**src/rtl/seg_pkg.sv**
```systemverilog
// Shared types for the seven-segment scan controller: segment vectors and digit slots.
package seg_pkg;

  typedef logic [6:0] seg7_t;

  localparam seg7_t SEG_BLANK = 7'b1111111;

  typedef struct packed {
    logic       valid;
    logic [3:0] val;
  } digit_t;

endpackage

```
**src/rtl/hex_to_seg7.sv**
```systemverilog
// Active-low hex to seven-segment decoder, bit order {g,f,e,d,c,b,a}.
module hex_to_seg7
  import seg_pkg::*;
(
  input  logic [3:0] hex_i,
  output logic [6:0] seg_o
);

  always_comb begin
    seg_o = SEG_BLANK;
    unique case (hex_i)
      4'h0: seg_o = 7'b1000000;
      4'h1: seg_o = 7'b1111001;
      4'h2: seg_o = 7'b0100100;
      4'h3: seg_o = 7'b0110000;
      4'h4: seg_o = 7'b0011001;
      4'h5: seg_o = 7'b0010010;
      4'h6: seg_o = 7'b0000010;
      4'h7: seg_o = 7'b1111000;
      4'h8: seg_o = 7'b0000000;
      4'h9: seg_o = 7'b0010000;
      4'hA: seg_o = 7'b0001000;
      4'hB: seg_o = 7'b0000011;
      4'hC: seg_o = 7'b1000110;
      4'hD: seg_o = 7'b0100001;
      4'hE: seg_o = 7'b0000110;
      4'hF: seg_o = 7'b0001110;
    endcase
  end

endmodule

```
**src/rtl/seg_scan_ctrl.sv**
```systemverilog
// Multi-digit seven-segment controller: strobed digit entry into a shift register,
// static per-digit decode, and a time-multiplexed anode/segment scan with cursor blink.
module seg_scan_ctrl
  import seg_pkg::*;
#(
  parameter int NUM_DIGITS  = 4,
  parameter int REFRESH_DIV = 100000,
  parameter int BLINK_DIV   = 64
) (
  input  logic                              clk,
  input  logic                              rst_n,
  input  logic [3:0]                        DispVal,
  input  logic                              updated,
  input  logic                              clear,
  input  logic                              blink_en,
  output logic [6:0]                        segOut,
  output logic [NUM_DIGITS-1:0]             an,
  output logic [7*NUM_DIGITS-1:0]           out_seg,
  output logic [$clog2(NUM_DIGITS+1)-1:0]   count
);

  localparam int CNT_W = $clog2(NUM_DIGITS + 1);
  localparam int IDX_W = $clog2(NUM_DIGITS);
  localparam int DIV_W = $clog2(REFRESH_DIV);
  localparam int BLK_W = $clog2(BLINK_DIV + 1);

  digit_t                  digits_q [NUM_DIGITS];
  digit_t                  digits_d [NUM_DIGITS];
  logic [CNT_W-1:0]        count_q, count_d;
  logic                    updated_q;
  logic [DIV_W-1:0]        div_q, div_d;
  logic [IDX_W-1:0]        idx_q, idx_d;
  logic [BLK_W-1:0]        blink_cnt_q, blink_cnt_d;
  logic                    phase_q, phase_d;
  logic [6:0]              seg_q, seg_d;
  logic [NUM_DIGITS-1:0]   an_q, an_d;

  logic                    shift;
  logic                    tick;
  digit_t                  sel_digit;
  logic [6:0]              scan_dec;

  always_comb begin
    shift    = updated && !updated_q;
    count_d  = count_q;
    for (int i = 0; i < NUM_DIGITS; i++) digits_d[i] = digits_q[i];

    // Clear takes priority and swallows a coincident strobe edge.
    if (clear) begin
      for (int i = 0; i < NUM_DIGITS; i++) digits_d[i].valid = 1'b0;
      count_d = '0;
    end else if (shift) begin
      for (int i = 1; i < NUM_DIGITS; i++) digits_d[i] = digits_q[i-1];
      digits_d[0] = '{valid: 1'b1, val: DispVal};
      if (count_q != CNT_W'(NUM_DIGITS)) count_d = count_q + 1'b1;
    end
  end

  always_comb begin
    tick        = (div_q == DIV_W'(REFRESH_DIV - 1));
    div_d       = tick ? '0 : div_q + 1'b1;
    idx_d       = idx_q;
    blink_cnt_d = blink_cnt_q;
    phase_d     = phase_q;
    if (tick) begin
      idx_d = (idx_q == IDX_W'(NUM_DIGITS - 1)) ? '0 : idx_q + 1'b1;
      if (blink_cnt_q == BLK_W'(BLINK_DIV - 1)) begin
        blink_cnt_d = '0;
        phase_d     = !phase_q;
      end else begin
        blink_cnt_d = blink_cnt_q + 1'b1;
      end
    end
  end

  assign sel_digit = digits_q[idx_q];

  hex_to_seg7 u_scan_dec (
    .hex_i (sel_digit.val),
    .seg_o (scan_dec)
  );

  // Cursor blink only ever blanks the scanned drive, never the static bus.
  always_comb begin
    seg_d = scan_dec;
    if (!sel_digit.valid || (blink_en && phase_q && idx_q == '0)) seg_d = SEG_BLANK;
    an_d = ~(NUM_DIGITS'(1) << idx_q);
  end

  genvar gi;
  generate
    for (gi = 0; gi < NUM_DIGITS; gi++) begin : g_static
      logic [6:0] dec;
      hex_to_seg7 u_dec (
        .hex_i (digits_q[gi].val),
        .seg_o (dec)
      );
      assign out_seg[7*gi +: 7] = digits_q[gi].valid ? dec : SEG_BLANK;
    end
  endgenerate

  always_ff @(posedge clk or negedge rst_n) begin
    if (!rst_n) begin
      for (int i = 0; i < NUM_DIGITS; i++) digits_q[i] <= '0;
      count_q     <= '0;
      updated_q   <= 1'b1;
      div_q       <= '0;
      idx_q       <= '0;
      blink_cnt_q <= '0;
      phase_q     <= 1'b0;
      seg_q       <= SEG_BLANK;
      an_q        <= '1;
    end else begin
      for (int i = 0; i < NUM_DIGITS; i++) digits_q[i] <= digits_d[i];
      count_q     <= count_d;
      updated_q   <= updated;
      div_q       <= div_d;
      idx_q       <= idx_d;
      blink_cnt_q <= blink_cnt_d;
      phase_q     <= phase_d;
      seg_q       <= seg_d;
      an_q        <= an_d;
    end
  end

  assign segOut = seg_q;
  assign an     = an_q;
  assign count  = count_q;

endmodule

```
**config.mk**
```make
export PLATFORM = sky130hd
export DESIGN_NAME = seg_scan_ctrl
export DESIGN_NICKNAME = d
export VERILOG_FILES = /design/src/rtl/seg_pkg.sv /design/src/rtl/hex_to_seg7.sv /design/src/rtl/seg_scan_ctrl.sv
export SDC_FILE = /design/constraint.sdc
export NUM_CORES = 1
export LEC_CHECK = 0
export CAP_MARGIN = 20
export CORE_MARGIN = 2
export CORE_UTILIZATION = 40
export DETAILED_ROUTE_END_ITERATION = 8
export DONT_BUFFER_PORTS = 1
export PLACE_DENSITY = 0.56
export SETUP_SLACK_MARGIN = 0.2
export SYNTH_ARGS = -nofsm -noshare
export SYNTH_HDL_FRONTEND = slang
export SYNTH_HIERARCHICAL = 1
export SYNTH_SLANG_ARGS = --single-unit
```
**constraint.sdc**
```tcl
create_clock -name clk -period 3.2 [get_ports clk]
set_input_delay 0.64 -clock clk [delete_from_list [all_inputs] [get_ports clk]]
set_output_delay 0.64 -clock clk [all_outputs]
set_load 0.005 [all_outputs]
```
==> results of run 1 <==
[cells in the final DEF, fill, tap and decap left out, drive strengths merged, types with 13 or more instances in the layout]
master   n
dfrtp   50
ha      43
nor2    39
nand2b  29
nand2   25
inv     24
mux2    21
mux2i   21
a21oi   14
nand3   13
o21ai   13
[routing by layer]
layer | wire length, um | global-route usage [%]
met1 | 4000 | 20.5
met2 | 3940 | 23.7
met3 | 475 | 5.81
met4 | 84 | 3.85
met5 | 0 | 0
[worst register-to-register path: stages (launching register included)]
cell and delay (ns):
dfrtp_1 0.57, mux4_2 0.65, inv_1 0.17, ha_1 0.16
inv_1 0.05, mux4_1 0.47, or2_2 0.31
[through the flow]
step	std cells	util [%]	hold slack (ns)	cell area, um^2
after CTS	546	44.6	0.102	4630
after detailed placement	529	41.9	0.347	4340
final	546	44.6	0.120	4630
after global routing	546	44.6	0.0921	4630
after floorplan	409	-	0.344	4290
after global placement	529	41.9	0.348	4340
[worst paths after layout]
check,endpoint,start
min reg2reg,phase_q$_DFFE_PN0P_,phase_q$_DFFE_PN0P_
max reg2reg,segOut[3]$_DFF_PN1_,idx_q[0]$_DFFE_PN0N_
min,an[3]$_DFF_PN1_,rst_n
max,out_seg[10],digits_q[10]$_DFFE_PN0P_
max in group asynchronous,digits_q[16]$_DFFE_PN0P_,rst_n
min in group clk,updated_q$_DFF_PN1_,updated
[flip-flops by register name (all words and copies together) (netlist names)]
name,count
phase_q,1
an,4
blink_cnt_q,7
digits_q,20
count,3
div_q,17
segOut,7
idx_q,2
updated_q,1
[power by group]
group          internal (mW)  switching, mW  leakage (nW)
clock network          0.560          0.321         0.122
logic                  0.559          0.401          1.13
registers              0.874          0.258         0.778
total                   1.99          0.980          2.03
[area by class of cell]
type / count / area (um^2)
Clock buffer: 11 / 151
Clock inverter: 5 / 105
Fill cell: 1003 / 5740
Inverter: 24 / 90.1
Multi-Input combinational cell: 307 / 2510
Sequential cell: 62 / 1570
Tap cell: 136 / 170
Timing Repair Buffer: 1 / 27.5
[cell families after synthesis]
logic type / after synthesis / synth area share, %
adders and majority gates: 43 / 12.6
buffers and inverters: 40 / 4.79
and+or+nand+nor: 147 / 19.0
AOI/OAI and AO/OA: 48 / 7.53
muxes: 52 / 16.1
DFF: 62 / 36.5
xor gates and xnor gates: 17 / 3.47
==> impl_metrics.csv, run 1 <==
group,metric,value,unit
outcome,status,"finished clean",
drt,first_pass_iters,4,
sta,finalWorstSetupSlack,0.461,ns
setup_path,cp-start-kind,"flop",
sta,fmax,365,MHz
placed_design,io_buffers,0,
global_routing,grt_pass1_wl,13.9,mm
sta,fin_setup_tns,0,ns
synthesis,ys_types,43,
synthesis,ys_ff_latch,62,
synthesis,syn_nets,461,
drt,avgRoutedWirePerCell,15.6,um
cts,htreeDepth,3,
drt,vias,2893,
setup_path,crit_cells,5,
cts,clockRootBuffer,"clkbuf_8",
setup_path,critPathCaptureType,"primary output",
synthesis,synth_seq_area_share,36.5,%
sta,clock_skew,0.0147,ns
worst_hold_path,hp-class,"input pin to async pin",
setup_path,cpMostUsedCell,"inv_1",
floorplanning,fp-row-count,37,
sta,fin_crit_sh,85.6,%
global_routing,grt_max_degree,51,
synthesis,yosys_warnings,6,
synthesis,synth_flop_cell,"dfrtp_1",
global_routing,antenna_found_initial,0,
finish,n_antenna_cell,0,
cts,postCtsHoldBufs,1,
floorplanning,die-width,108,um
finish,drive_gt1_share,17.8,%
setup_path,max_stage_delay,0.56,ns
floorplanning,ioPinCount,51,
synthesis,ys_top_cells_by_area,"dfrtp_1 29%, ha_1 13%, dfstp_2 7.4%",
synthesis,synth_commonest_cells,"50 x dfrtp_1, 43 x ha_1, 38 x nor2_1",
synthesis,synth.avg_cell_area,10.5,um^2
synthesis,postSynthCellCount,409,
drt,route.detailed.drc,0,
setup_path,required,2.56,ns
finish,area_growth,7.91,%
cts,cts_tree,"built",
setup_path,worstPathCellList,"inv_1 > ha_1 > inv_1 > mux4_1 > nand2b_1",
drt,drtIter0Drc,174,
cts,path_clk_slew,0.08,ns
setup_path,crit_slowest_cell,"dfrtp_1",
synthesis,synthArstFlopShare,100,%
pwr,cellPowerDensity,643,nW/um^2
cts,cts.sinks,62,
cts,cts_buffer_depth,2,
global_routing,grt.total_usage,15.4,%
cts,clk-insertion-delay-late,0.36,ns
finish,nNetsFinal,457,
drt,via_per_inst,5.30,
global_routing,overflow,0,
floorplanning,dieArea,11600,um^2
synthesis,syn_area,4290,um^2
sta,hold_violations,0,
synthesis,synth_edf_count,0,
sta,worstMarginPinSlew,0.830,ns
floorplanning,core,10400,um^2
placed_design,hpwl,5.89,mm
sta,period_needed,2.74,ns
drt,ant_nets,0,
setup_path,critical-path-top-delay-family,"flip-flops",
pwr,leakage,2.03,nW
floorplanning,initial_core_util,41.3,%
placed_design,gpl.final_weighted_congestion,0.812,
setup_path,r2r_slack,0.75,ns
drt,drt_wl_total,8.50,mm
pwr,p_total,2.97,mW
setup_path,path_class,"flop to primary output",
pwr,irDropWorstVdd,237,uV
setup_path,reg2regPathDepth,6,
cts,post_cts_buffers,0,
floorplanning,die_h,108,um
synthesis,yosysTopAreaCellShare,29.2,%
global_routing,grt_pass1_vias,2721,
setup_path,path_max_fanout,10,
sta,slew_violations,0,
job,cap_viol_max_count,0,
synthesis,synth.most_common_cell,"dfrtp_1",
sta,maxSlewHeadroom,44.6,%
sta,rsz0062_at_grt,"false",
placed_design,place_ws,0.767,ns
setup_path,critical_path_arrival,2.10,ns
cts,cts_buffers,9,
cts,cts_resized,0,
sta,setup_viol,0,
synthesis,yosysTopAreaCell,"dfrtp_1",
setup_path,path_buf_inv,2,
No activity file was read; power rests on OpenSTA's default activity.
==> run 2, diff against run 1 <==
CAP_MARGIN = 5   (was 20)
SETUP_SLACK_MARGIN = 0.3   (was 0.2)
==> results of run 2 <==
Final layout, timing and power as in run 1 (identical DEF).
